$ cat src/rtl/aes_pkg.sv
// rtl/aes_pkg.sv - shared AES-128 constants and GF(2^8) helpers
package aes_pkg;

   // number of rounds for AES-128
   localparam logic [3:0] NR = 4'd10;

   // multiply by x in GF(2^8), reduced by the AES polynomial
   function automatic logic [7:0] xtime(input logic [7:0] b);
      return {b[6:0], 1'b0} ^ (b[7] ? 8'h1b : 8'h00);
   endfunction

   function automatic logic [7:0] gf_mul2(input logic [7:0] b);
      return xtime(b);
   endfunction

   function automatic logic [7:0] gf_mul3(input logic [7:0] b);
      return xtime(b) ^ b;
   endfunction

   // round constant for rounds 1..10; anything else yields zero
   function automatic logic [7:0] rcon(input logic [3:0] i);
      case (i)
         4'd1:    return 8'h01;
         4'd2:    return 8'h02;
         4'd3:    return 8'h04;
         4'd4:    return 8'h08;
         4'd5:    return 8'h10;
         4'd6:    return 8'h20;
         4'd7:    return 8'h40;
         4'd8:    return 8'h80;
         4'd9:    return 8'h1b;
         4'd10:   return 8'h36;
         default: return 8'h00;
      endcase
   endfunction

   // LSB position of byte s(r,c) in a 128-bit column-major state
   function automatic int byte_lsb(input int r, input int c);
      return 120 - 8 * (4 * c + r);
   endfunction

endpackage

$ cat src/rtl/aes_round_key_mix_if.sv
// rtl/aes_round_key_mix_if.sv - key/state bus of the round tail
interface aes_round_key_mix_if;
   logic         key_load;
   logic [127:0] key;
   logic         in_valid;
   logic [127:0] state_in;
   logic         out_valid;
   logic [127:0] state_out;
   logic [3:0]   round_idx;
   logic [127:0] round_key;
   logic         done;

   modport master (
      output key_load, key, in_valid, state_in,
      input  out_valid, state_out, round_idx, round_key, done
   );

   modport slave (
      input  key_load, key, in_valid, state_in,
      output out_valid, state_out, round_idx, round_key, done
   );
endinterface

$ cat src/rtl/aes_sbox.sv
// rtl/aes_sbox.sv - combinational AES forward S-box lookup
module aes_sbox (
   input  logic [7:0] in_byte,
   output logic [7:0] out_byte
);
   // entry 0 sits in the top byte, so entry n lives at bit offset 8*(255-n)
   localparam logic [2047:0] SBOX = {
      128'h637c777bf26b6fc53001672bfed7ab76,
      128'hca82c97dfa5947f0add4a2af9ca472c0,
      128'hb7fd9326363ff7cc34a5e5f171d83115,
      128'h04c723c31896059a071280e2eb27b275,
      128'h09832c1a1b6e5aa0523bd6b329e32f84,
      128'h53d100ed20fcb15b6acbbe394a4c58cf,
      128'hd0efaafb434d338545f9027f503c9fa8,
      128'h51a3408f929d38f5bcb6da2110fff3d2,
      128'hcd0c13ec5f974417c4a77e3d645d1973,
      128'h60814fdc222a908846eeb814de5e0bdb,
      128'he0323a0a4906245cc2d3ac629195e479,
      128'he7c8376d8dd54ea96c56f4ea657aae08,
      128'hba78252e1ca6b4c6e8dd741f4bbd8b8a,
      128'h703eb5664803f60e613557b986c11d9e,
      128'he1f8981169d98e949b1e87e9ce5528df,
      128'h8ca1890dbfe6426841992d0fb054bb16
   };

   logic [10:0] bit_ofs;

   // 8*(255-n) is simply the inverted index shifted left by three
   assign bit_ofs  = {~in_byte, 3'b000};
   assign out_byte = SBOX[bit_ofs +: 8];
endmodule

$ cat src/rtl/aes_round_key_mix.sv
// rtl/aes_round_key_mix.sv - AES-128 round tail: key expansion, MixColumns, AddRoundKey
module aes_round_key_mix
   import aes_pkg::*;
(
   input  logic                clk,
   input  logic                rst,
   aes_round_key_mix_if.slave  bus
);
   logic [127:0] round_key_q, round_key_d;
   logic [3:0]   round_idx_q, round_idx_d;
   logic [127:0] state_out_q, state_out_d;
   logic         out_valid_q, out_valid_d;
   logic         done_q, done_d;

   logic [31:0]  w0, w1, w2, w3, rot_w3, sub_word, t_word;
   logic [31:0]  n0, n1, n2, n3;
   logic [127:0] next_key;
   logic [127:0] mixed;

   assign w0     = round_key_q[127:96];
   assign w1     = round_key_q[95:64];
   assign w2     = round_key_q[63:32];
   assign w3     = round_key_q[31:0];
   assign rot_w3 = {w3[23:0], w3[31:24]};

   aes_sbox u_sbox0 (.in_byte(rot_w3[31:24]), .out_byte(sub_word[31:24]));
   aes_sbox u_sbox1 (.in_byte(rot_w3[23:16]), .out_byte(sub_word[23:16]));
   aes_sbox u_sbox2 (.in_byte(rot_w3[15:8]),  .out_byte(sub_word[15:8]));
   aes_sbox u_sbox3 (.in_byte(rot_w3[7:0]),   .out_byte(sub_word[7:0]));

   // derive the key for the following round from the current one
   always_comb begin
      t_word   = sub_word ^ {rcon(round_idx_q + 4'd1), 24'h000000};
      n0       = w0 ^ t_word;
      n1       = w1 ^ n0;
      n2       = w2 ^ n1;
      n3       = w3 ^ n2;
      next_key = {n0, n1, n2, n3};
   end

   // MixColumns on the incoming state, one column at a time
   always_comb begin
      logic [7:0] a0, a1, a2, a3;
      mixed = '0;
      for (int c = 0; c < 4; c++) begin
         a0 = bus.state_in[byte_lsb(0, c) +: 8];
         a1 = bus.state_in[byte_lsb(1, c) +: 8];
         a2 = bus.state_in[byte_lsb(2, c) +: 8];
         a3 = bus.state_in[byte_lsb(3, c) +: 8];
         mixed[byte_lsb(0, c) +: 8] = gf_mul2(a0) ^ gf_mul3(a1) ^ a2 ^ a3;
         mixed[byte_lsb(1, c) +: 8] = a0 ^ gf_mul2(a1) ^ gf_mul3(a2) ^ a3;
         mixed[byte_lsb(2, c) +: 8] = a0 ^ a1 ^ gf_mul2(a2) ^ gf_mul3(a3);
         mixed[byte_lsb(3, c) +: 8] = gf_mul3(a0) ^ a1 ^ a2 ^ gf_mul2(a3);
      end
   end

   // key_load restarts the schedule; a round step runs only while not done
   always_comb begin
      round_key_d = round_key_q;
      round_idx_d = round_idx_q;
      state_out_d = state_out_q;
      done_d      = done_q;
      out_valid_d = 1'b0;
      if (bus.key_load) begin
         round_key_d = bus.key;
         round_idx_d = 4'd0;
         done_d      = 1'b0;
      end else if (bus.in_valid && (round_idx_q <= NR)) begin
         // first and last rounds skip MixColumns
         if ((round_idx_q == 4'd0) || (round_idx_q == NR)) begin
            state_out_d = bus.state_in ^ round_key_q;
         end else begin
            state_out_d = mixed ^ round_key_q;
         end
         out_valid_d = 1'b1;
         round_key_d = next_key;
         round_idx_d = round_idx_q + 4'd1;
         if (round_idx_q == NR) begin
            done_d = 1'b1;
         end
      end
   end

   // state registers with synchronous reset
   always_ff @(posedge clk) begin
      if (rst) begin
         round_key_q <= '0;
         round_idx_q <= '0;
         state_out_q <= '0;
         out_valid_q <= 1'b0;
         done_q      <= 1'b0;
      end else begin
         round_key_q <= round_key_d;
         round_idx_q <= round_idx_d;
         state_out_q <= state_out_d;
         out_valid_q <= out_valid_d;
         done_q      <= done_d;
      end
   end

   assign bus.round_key = round_key_q;
   assign bus.round_idx = round_idx_q;
   assign bus.state_out = state_out_q;
   assign bus.out_valid = out_valid_q;
   assign bus.done      = done_q;
endmodule

$ cat src/flat_wrapper.sv
// flat-port wrapper written by rule: the top's interface ports become plain ports
module aes_round_key_mix_flat import aes_pkg::*;
  (clk, rst, bus_key_load, bus_key, bus_in_valid, bus_state_in, bus_out_valid, bus_state_out, bus_round_idx, bus_round_key, bus_done);
  aes_round_key_mix_if bus_i ();
  input  logic clk;
  input  logic rst;
  input wire logic [$bits(bus_i.key_load)-1:0] bus_key_load;
  input wire logic [$bits(bus_i.key)-1:0] bus_key;
  input wire logic [$bits(bus_i.in_valid)-1:0] bus_in_valid;
  input wire logic [$bits(bus_i.state_in)-1:0] bus_state_in;
  output wire logic [$bits(bus_i.out_valid)-1:0] bus_out_valid;
  output wire logic [$bits(bus_i.state_out)-1:0] bus_state_out;
  output wire logic [$bits(bus_i.round_idx)-1:0] bus_round_idx;
  output wire logic [$bits(bus_i.round_key)-1:0] bus_round_key;
  output wire logic [$bits(bus_i.done)-1:0] bus_done;
  assign bus_i.key_load = bus_key_load;
  assign bus_i.key = bus_key;
  assign bus_i.in_valid = bus_in_valid;
  assign bus_i.state_in = bus_state_in;
  assign bus_out_valid = bus_i.out_valid;
  assign bus_state_out = bus_i.state_out;
  assign bus_round_idx = bus_i.round_idx;
  assign bus_round_key = bus_i.round_key;
  assign bus_done = bus_i.done;
  aes_round_key_mix u_core (.clk(clk), .rst(rst), .bus(bus_i));
endmodule
$ cat config.mk
export PLATFORM = sky130hd
export DESIGN_NAME = aes_round_key_mix_flat
export DESIGN_NICKNAME = d
export VERILOG_FILES = /design/src/rtl/aes_pkg.sv /design/src/rtl/aes_round_key_mix_if.sv /design/src/rtl/aes_sbox.sv /design/src/rtl/aes_round_key_mix.sv /design/src/flat_wrapper.sv
export SDC_FILE = /design/constraint.sdc
export NUM_CORES = 2
export LEC_CHECK = 0
export BUFFER_PORTS_ARGS = -buffer_cell sky130_fd_sc_hd__buf_2
export CORE_MARGIN = 2
export CORE_UTILIZATION = 40
export DETAILED_ROUTE_END_ITERATION = 10
export GPL_TIMING_DRIVEN = 0
export SLEW_MARGIN = 20
export SYNTH_ARGS = -nofsm -noshare
export SYNTH_HDL_FRONTEND = slang
export SYNTH_SLANG_ARGS = --single-unit
$ cat constraint.sdc
create_clock -name clk -period 8.11 [get_ports clk]
set_input_delay 0.811 -clock clk [delete_from_list [all_inputs] [get_ports clk]]
set_output_delay 0.811 -clock clk [all_outputs]
set_load 0.05 [all_outputs]
After elaboration in Yosys (flattened, before gate mapping). Memory sizes are Yosys's and may differ from the RTL's. Cells that the tools add are included.

Magnitude comparators: 1. Shifts and indexed selects: 4. Bitwise logic cells: 92. Add/sub/neg operators: 1. Reduce and logical (&&, ||, !) cells: 7. Equality and inequality tests: 1. Muxes and demuxes: 20.

Operators with widths (count): indexed part select 2048 x 12 -> 8 bit (first input constant) (4); bitwise XOR 8 bit (80); two-way mux 128 bit (3); bitwise XOR 128 bit (2); bitwise XOR 32 bit (5); two-way mux 5 bit (16); inverter 8 bit (4); adder 4 x 1 -> 4 bit (second input constant) (1); equality test 4 bit (second input constant) (1); less-or-equal comparator 4 bit (second input constant) (1); zero test 4 bit (1); AND reduction 2 bit (2); nonzero test 2 bit (1); OR reduction 2 bit (1); logical AND 1 bit (1); logical OR 1 bit (1); two-way mux 1 bit (1); inverter 1 bit (1).

Input port bits: 260. Register bits: 262. Memories kept: 1. Output and inout bits: 262. Word-level logic and storage cells: 132. Bits in read-only memories: 128.

Memories: (name not given) (depth 16, bits a word 8, rd ports 1, clocked after Yosys merged registers in 0, wr ports 0, line aes_pkg.sv:22) `case (i)`.

Depth between registers and ports, before layout.
Depth in word-level cells: 9. Depth in mapped cells: 16. Gate-level depth less buffers: 11.

Hierarchy. A second synthesis with hierarchy kept.

Cells, all modules: 4457. Area total of the unflattened synthesis: 32494.9 um^2.

Modules (own cells, without submodules): aes_round_key_mix (area each 18361.4 um^2, sequential area each 5245.0 um^2, cells each 2257, times used 1); aes_sbox (area each 3533.4 um^2, sequential area each 0.0 um^2, cells each 550, times used 4).

Worst setup path after synthesis. No wires, ideal clock.

Path type: register to register. From: register u_core.round_key_q[16], in the netlist u_core.bus.round_key[16]. To: register u_core.round_key_q[24], in the netlist u_core.bus.round_key[24]. Slack: 3.699 ns. Arrival: 4.320 ns. Cell stages (with the launch flop): 17. Required time: 8.019 ns. Cell sequence: dfxtp_1 > buf_2 > buf_2 > inv_1 > buf_2 > ha_1 > clkbuf_2 > or2_2 > clkbuf_1 > nand2_1 > mux4_2 > mux2_2 > mux4_2 > xnor2_2 > xor2_1 > or3_1 > a311oi_1.

Cells in the longest elaborated chain, start to end: 9.

RTL lines: start: declaration (line aes_round_key_mix.sv:9) `logic [127:0] round_key_q, round_key_d;`; start signal: assignment (line aes_round_key_mix.sv:93) `round_key_q <= round_key_d;`; inverter 8 bit (line aes_sbox.sv:29) `assign bit_ofs = {~in_byte, 3'b000};`; indexed part select 2048 x 12 -> 8 bit (line aes_sbox.sv:30) `assign out_byte = SBOX[bit_ofs +: 8];`; bitwise XOR 32 bit (line aes_round_key_mix.sv:33) `t_word = sub_word ^ {rcon(round_idx_q + 4'd1), 24'h000000};`; bitwise XOR 32 bit (line aes_round_key_mix.sv:34) `n0 = w0 ^ t_word;`; bitwise XOR 32 bit (line aes_round_key_mix.sv:35) `n1 = w1 ^ n0;`; bitwise XOR 32 bit (line aes_round_key_mix.sv:36) `n2 = w2 ^ n1;`; bitwise XOR 32 bit (line aes_round_key_mix.sv:37) `n3 = w3 ^ n2;`; two-way mux 128 bit (line aes_round_key_mix.sv:68) `end else if (bus.in_valid && (round_idx_q <= NR)) begin`; two-way mux 128 bit (line aes_round_key_mix.sv:64) `if (bus.key_load) begin`.

Every way passes these cells. The select of a mux whose other input is x is not followed. A chain may end at the register's enable or synchronous reset.

Worst setup path after layout.
From: register u_core.round_key_q[0], in the netlist u_core.bus.round_key[0]. To: register u_core.round_key_q[14], in the netlist u_core.bus.round_key[14].

Same word-level chain as after synthesis.

==> reports/qor.log <==
[critical_path] R2R setup slack 1080 ps
[routing] Detailed Route WL 229,000 um
[critical_path] WS Path Type reg -> reg
[placement] total of buffers placed on input and output ports 490
[hold_path] worst-case hold path end point u_core.bus.round_key[66]$_SDFFE_PP0P_
[timing] RSZ-0062 raised after global routing no
[logic_synthesis] gate count of the mapped netlist 4,566
[floorplan] total I/O pin count 522
[critical_path] endpoint kind of the worst setup timing path flip-flop
[clocking] number of buffers created by CTS 35
[timing] TNS Setup 0 ps
[routing] highest metal layer with signal wires met5
[routing] total met3 wirelength after detailed routing 33,000 um
[routing] vias post-DR 43,500
[logic_synthesis] synthesized flop and latch total 262
[logic_synthesis] Async SR Flop Fraction 0%
[grt] first-pass GRT wire length 314,000 um
[floorplan] height of the chip 291 um
[placement] Detail Placement HPWL 176,000 um
[routing] Detail Route met2 WL 93,600 um
[grt] global routing usage summed across all routing layers 51.4%
[routing] total iterations of the first detailed-routing run 8
[grt] number of antenna violations at the first check in global routing 61
[logic_synthesis] Yosys top cell area share 16.2%
[floorplan] initial standard-cell utilization of the core 40.2%
[power] share of power burned in combinational logic 72.5%
[layout] Register Area 5250 um2
[timing] post-route minimum period 7030 ps
[clocking] clock root cell sky130_fd_sc_hd__clkbuf_16
[timing] Highest Clock Rate 142 MHz
[power] Clock power frac 12.9%
[layout] area used by multi-input combinational logic 25,400 um2
[logic_synthesis] warnings from Yosys 0
[critical_path] R2R depth 12
[hold_path] count of cells along the worst hold path 3
[power] internal power component 5470 uW
[clocking] post-cts hold buffer count 0
[layout] fraction of final layout cells with drive strength greater than 1 16.5%
[timing] Slew headroom 11.7%
[placement] global placement routability congestion 1.13
[logic_synthesis] share of the yosys chip area belonging to registers 16.0%
[logic_synthesis] number of enable-type register cells in the synthesized netlist 0
[logic_synthesis] most area-hungry cell type in the Yosys netlist sky130_fd_sc_hd__xnor2_1
[logic_synthesis] top flip-flop cell by instance count after synthesis sky130_fd_sc_hd__dfxtp_1
[logic_synthesis] number of unique standard cell types used by synthesis 102
[timing] Pins Over Slew Limit 0
[power] net switching fraction of the power 59.3%
[clocking] maximum clock insertion buffer count 3
[critical_path] required time of the critical path 8520 ps
[clocking] Post-CTS Setup Repair Bufs 0
[timing] final number of hold-violating endpoints 0
[clocking] clk slew on worst S/H paths 60 ps
[logic_synthesis] mean instance size in the synthesized netlist 7.19 um2
[grt] largest net degree at the start of global routing 15
[routing] wire length the detailed router placed on met1 78,900 um
[power] P_sw 7960 uW
[critical_path] data arrival at the endpoint of the critical path 7430 ps
[grt] vias in the first global route 40,100
[routing] drt initial violations 7,114
[run_status] outcome finished clean
[routing] via density per instance 6.97
[timing] worst slew pin tran 1320 ps
[critical_path] worst reg2reg endpoint u_core.bus.round_key[14]$_SDFFE_PP0P_
[timing] fraction of the cycle the final worst path needs 86.6%
[timing] clock skew after layout 48.6 ps
[floorplan] width of the die 291 um
[critical_path] worst-path fanout max 10
[grt] Congestion Overflow GR 0
[clocking] clock latency at the later pin of the worst-skew pair 610 ps
[clocking] Num Clock Sinks 262
[job] max cap viols 0
[power] fraction of power consumed by sequential logic 14.6%
[timing] total of endpoints with negative setup slack in the final report 0
[layout] leading cell type in the layout, fill and taps excluded sky130_fd_sc_hd__xnor2_1
[critical_path] type of element launching the critical path flip-flop
[logic_synthesis] cells taking the most area after synthesis sky130_fd_sc_hd__xnor2_1 (16%), sky130_fd_sc_hd__dfxtp_1 (16%), sky130_fd_sc_hd__nor2_1 (5.7%)
[layout] Layout Area Growth over Synthesis 15.9%
[power] Lkg Pwr 0.0146 uW
[floorplan] Core Footprint 81,700 um2
[timing] worst hold margin 418 ps
[power] power per standard cell area 353 nW/um2
[critical_path] startpoint of the worst register-to-register path u_core.bus.round_key[0]$_SDFFE_PP0P_
[layout] number of filler cells placed in the layout 8,459
[clocking] count of cells resized by post-cts repair 0
[placement] count of placed standard cells including taps 6,129
[hold_path] class of the tightest hold or removal check in -> reg
[routing] Residual DRC 0
[logic_synthesis] nets in the synthesized netlist 4,891
[routing] number of routed nets with antenna violations 0
[layout] most used cells in the layout excluding fill and tap cells sky130_fd_sc_hd__xnor2_1 (609), sky130_fd_sc_hd__buf_2 (602), sky130_fd_sc_hd__nor2_1 (498)
[power] Worst IR Drop VDD 220 uV
[clocking] H-tree levels 2
[layout] number of standard cells in the final layout excluding fillers 6,241
[floorplan] Die Area 84,400 um2
[hold_path] startpoint of the worst hold path bus_key[66]
[logic_synthesis] Netlist Area Pre-Place 32,800 um2
[clocking] clock tree from TritonCTS built
[power] Design Power 13,400 uW
[routing] routed wire length per instance 36.7 um
[floorplan] count of standard-cell rows 105
[layout] Final Net Count 5,421
[worst max-delay path by stage]
| stage | slack (ps) | to | start | cells past startpoint |
|---|---|---|---|---|
| after floorplan | 3700 | u_core.bus.round_key[24]$_SDFFE_PP0P_ | u_core.bus.round_key[16]$_SDFFE_PP0P_ | 16 |
| after global placement | 1450 | u_core.bus.round_key[14]$_SDFFE_PP0P_ | u_core.bus.round_key[0]$_SDFFE_PP0P_ | 12 |
| after detailed placement | 1830 | u_core.bus.round_key[14]$_SDFFE_PP0P_ | u_core.bus.round_key[0]$_SDFFE_PP0P_ | 12 |
| after CTS | 1790 | u_core.bus.round_key[14]$_SDFFE_PP0P_ | u_core.bus.round_key[1]$_SDFFE_PP0P_ | 12 |
| after global routing | 1270 | u_core.bus.round_key[14]$_SDFFE_PP0P_ | u_core.bus.round_key[0]$_SDFFE_PP0P_ | 12 |
| final | 1080 | u_core.bus.round_key[14]$_SDFFE_PP0P_ | u_core.bus.round_key[0]$_SDFFE_PP0P_ | 12 |
[cells by family after synthesis]
| family | synth area share, % |
|---|---|
| mux | 5.11 |
| xor+xnor | 20.8 |
| fa+ha+maj | 2.50 |
| buf+inv | 6.98 |
| simple gates | 22.0 |
| flops | 16.0 |
| compound gates | 26.7 |
[routing by layer]
metal | track usage (%) | up-vias
li1 | - | 17400
met1 | 60.4 | 20600
met2 | 76.0 | 4165
met3 | 18.1 | 1300
met4 | 40.3 | 22
met5 | 0.0567 | -
[cell type report]
type,count,share of cell area [%]
clock inverter,21,0.772
timing repair buffer,493,6.51
sequential,262,13.8
inverter,65,0.641
antenna,51,0.335
tap,1070,3.52
buffer,461,5.39
multi-input combinational,3778,66.6
clock buffer,40,2.43
[worst max-delay path, stage by stage (launching register included)]
cell and delay [ps]:
sky130_fd_sc_hd__dfxtp_1 780, sky130_fd_sc_hd__clkbuf_1 560, sky130_fd_sc_hd__inv_1 470, sky130_fd_sc_hd__ha_1 470, sky130_fd_sc_hd__clkbuf_1 450, sky130_fd_sc_hd__o21ai_0 710
sky130_fd_sc_hd__a21boi_0 230, sky130_fd_sc_hd__a2111oi_0 920, sky130_fd_sc_hd__a211oi_1 380, sky130_fd_sc_hd__nor2_1 440, sky130_fd_sc_hd__xnor2_1 350, sky130_fd_sc_hd__or3_1 400
sky130_fd_sc_hd__a311oi_1 650
[power by group through the flow]
stage               combinational (uW)  sequential [uW]  clock, uW
finish                            9750             1960       1730
global route                      9850             1930       1760
CTS                               9130             1910       1710
detailed placement                9080             1930          0
global placement                  9190             1930          0
floorplan                         5190             2360          0
[stage by stage]
stage                     setup WS, ps  instance area [um2]  util, %
after floorplan                   3700                32800        -
after global placement            1450                36600     44.8
after detailed placement          1830                36700     44.9
after CTS                         1790                37900     46.4
after global routing              1270                38000     46.6
final                             1080                38100     46.6
[sequential cells by signal (all words and copies together), names as in the netlist]
signal,count
u_core.bus.done,1
u_core.bus.state_out,128
u_core.bus.round_idx,4
u_core.bus.round_key,128
u_core.bus.out_valid,1
[Yosys cell counts (35+ instances only)]
library cell               instances
sky130_fd_sc_hd__nand3_1         100
sky130_fd_sc_hd__clkbuf_1        289
sky130_fd_sc_hd__o31ai_1          36
sky130_fd_sc_hd__mux4_2           51
sky130_fd_sc_hd__dfxtp_1         262
sky130_fd_sc_hd__buf_2           112
sky130_fd_sc_hd__nor3_1          112
sky130_fd_sc_hd__a311oi_1         47
sky130_fd_sc_hd__or3_1            53
sky130_fd_sc_hd__nor2_1          498
sky130_fd_sc_hd__nor2b_1          69
sky130_fd_sc_hd__o211ai_1         57
sky130_fd_sc_hd__xor2_1          147
sky130_fd_sc_hd__nand2b_1         99
sky130_fd_sc_hd__ha_1             64
sky130_fd_sc_hd__inv_1            53
sky130_fd_sc_hd__a31oi_1          52
sky130_fd_sc_hd__mux2i_1          35
sky130_fd_sc_hd__a211oi_1         80
sky130_fd_sc_hd__o311ai_0         41
sky130_fd_sc_hd__nand2_1         375
sky130_fd_sc_hd__a21oi_1         327
sky130_fd_sc_hd__xnor2_1         609
sky130_fd_sc_hd__o21ai_0         352
(Power assumes the default switching activity.)
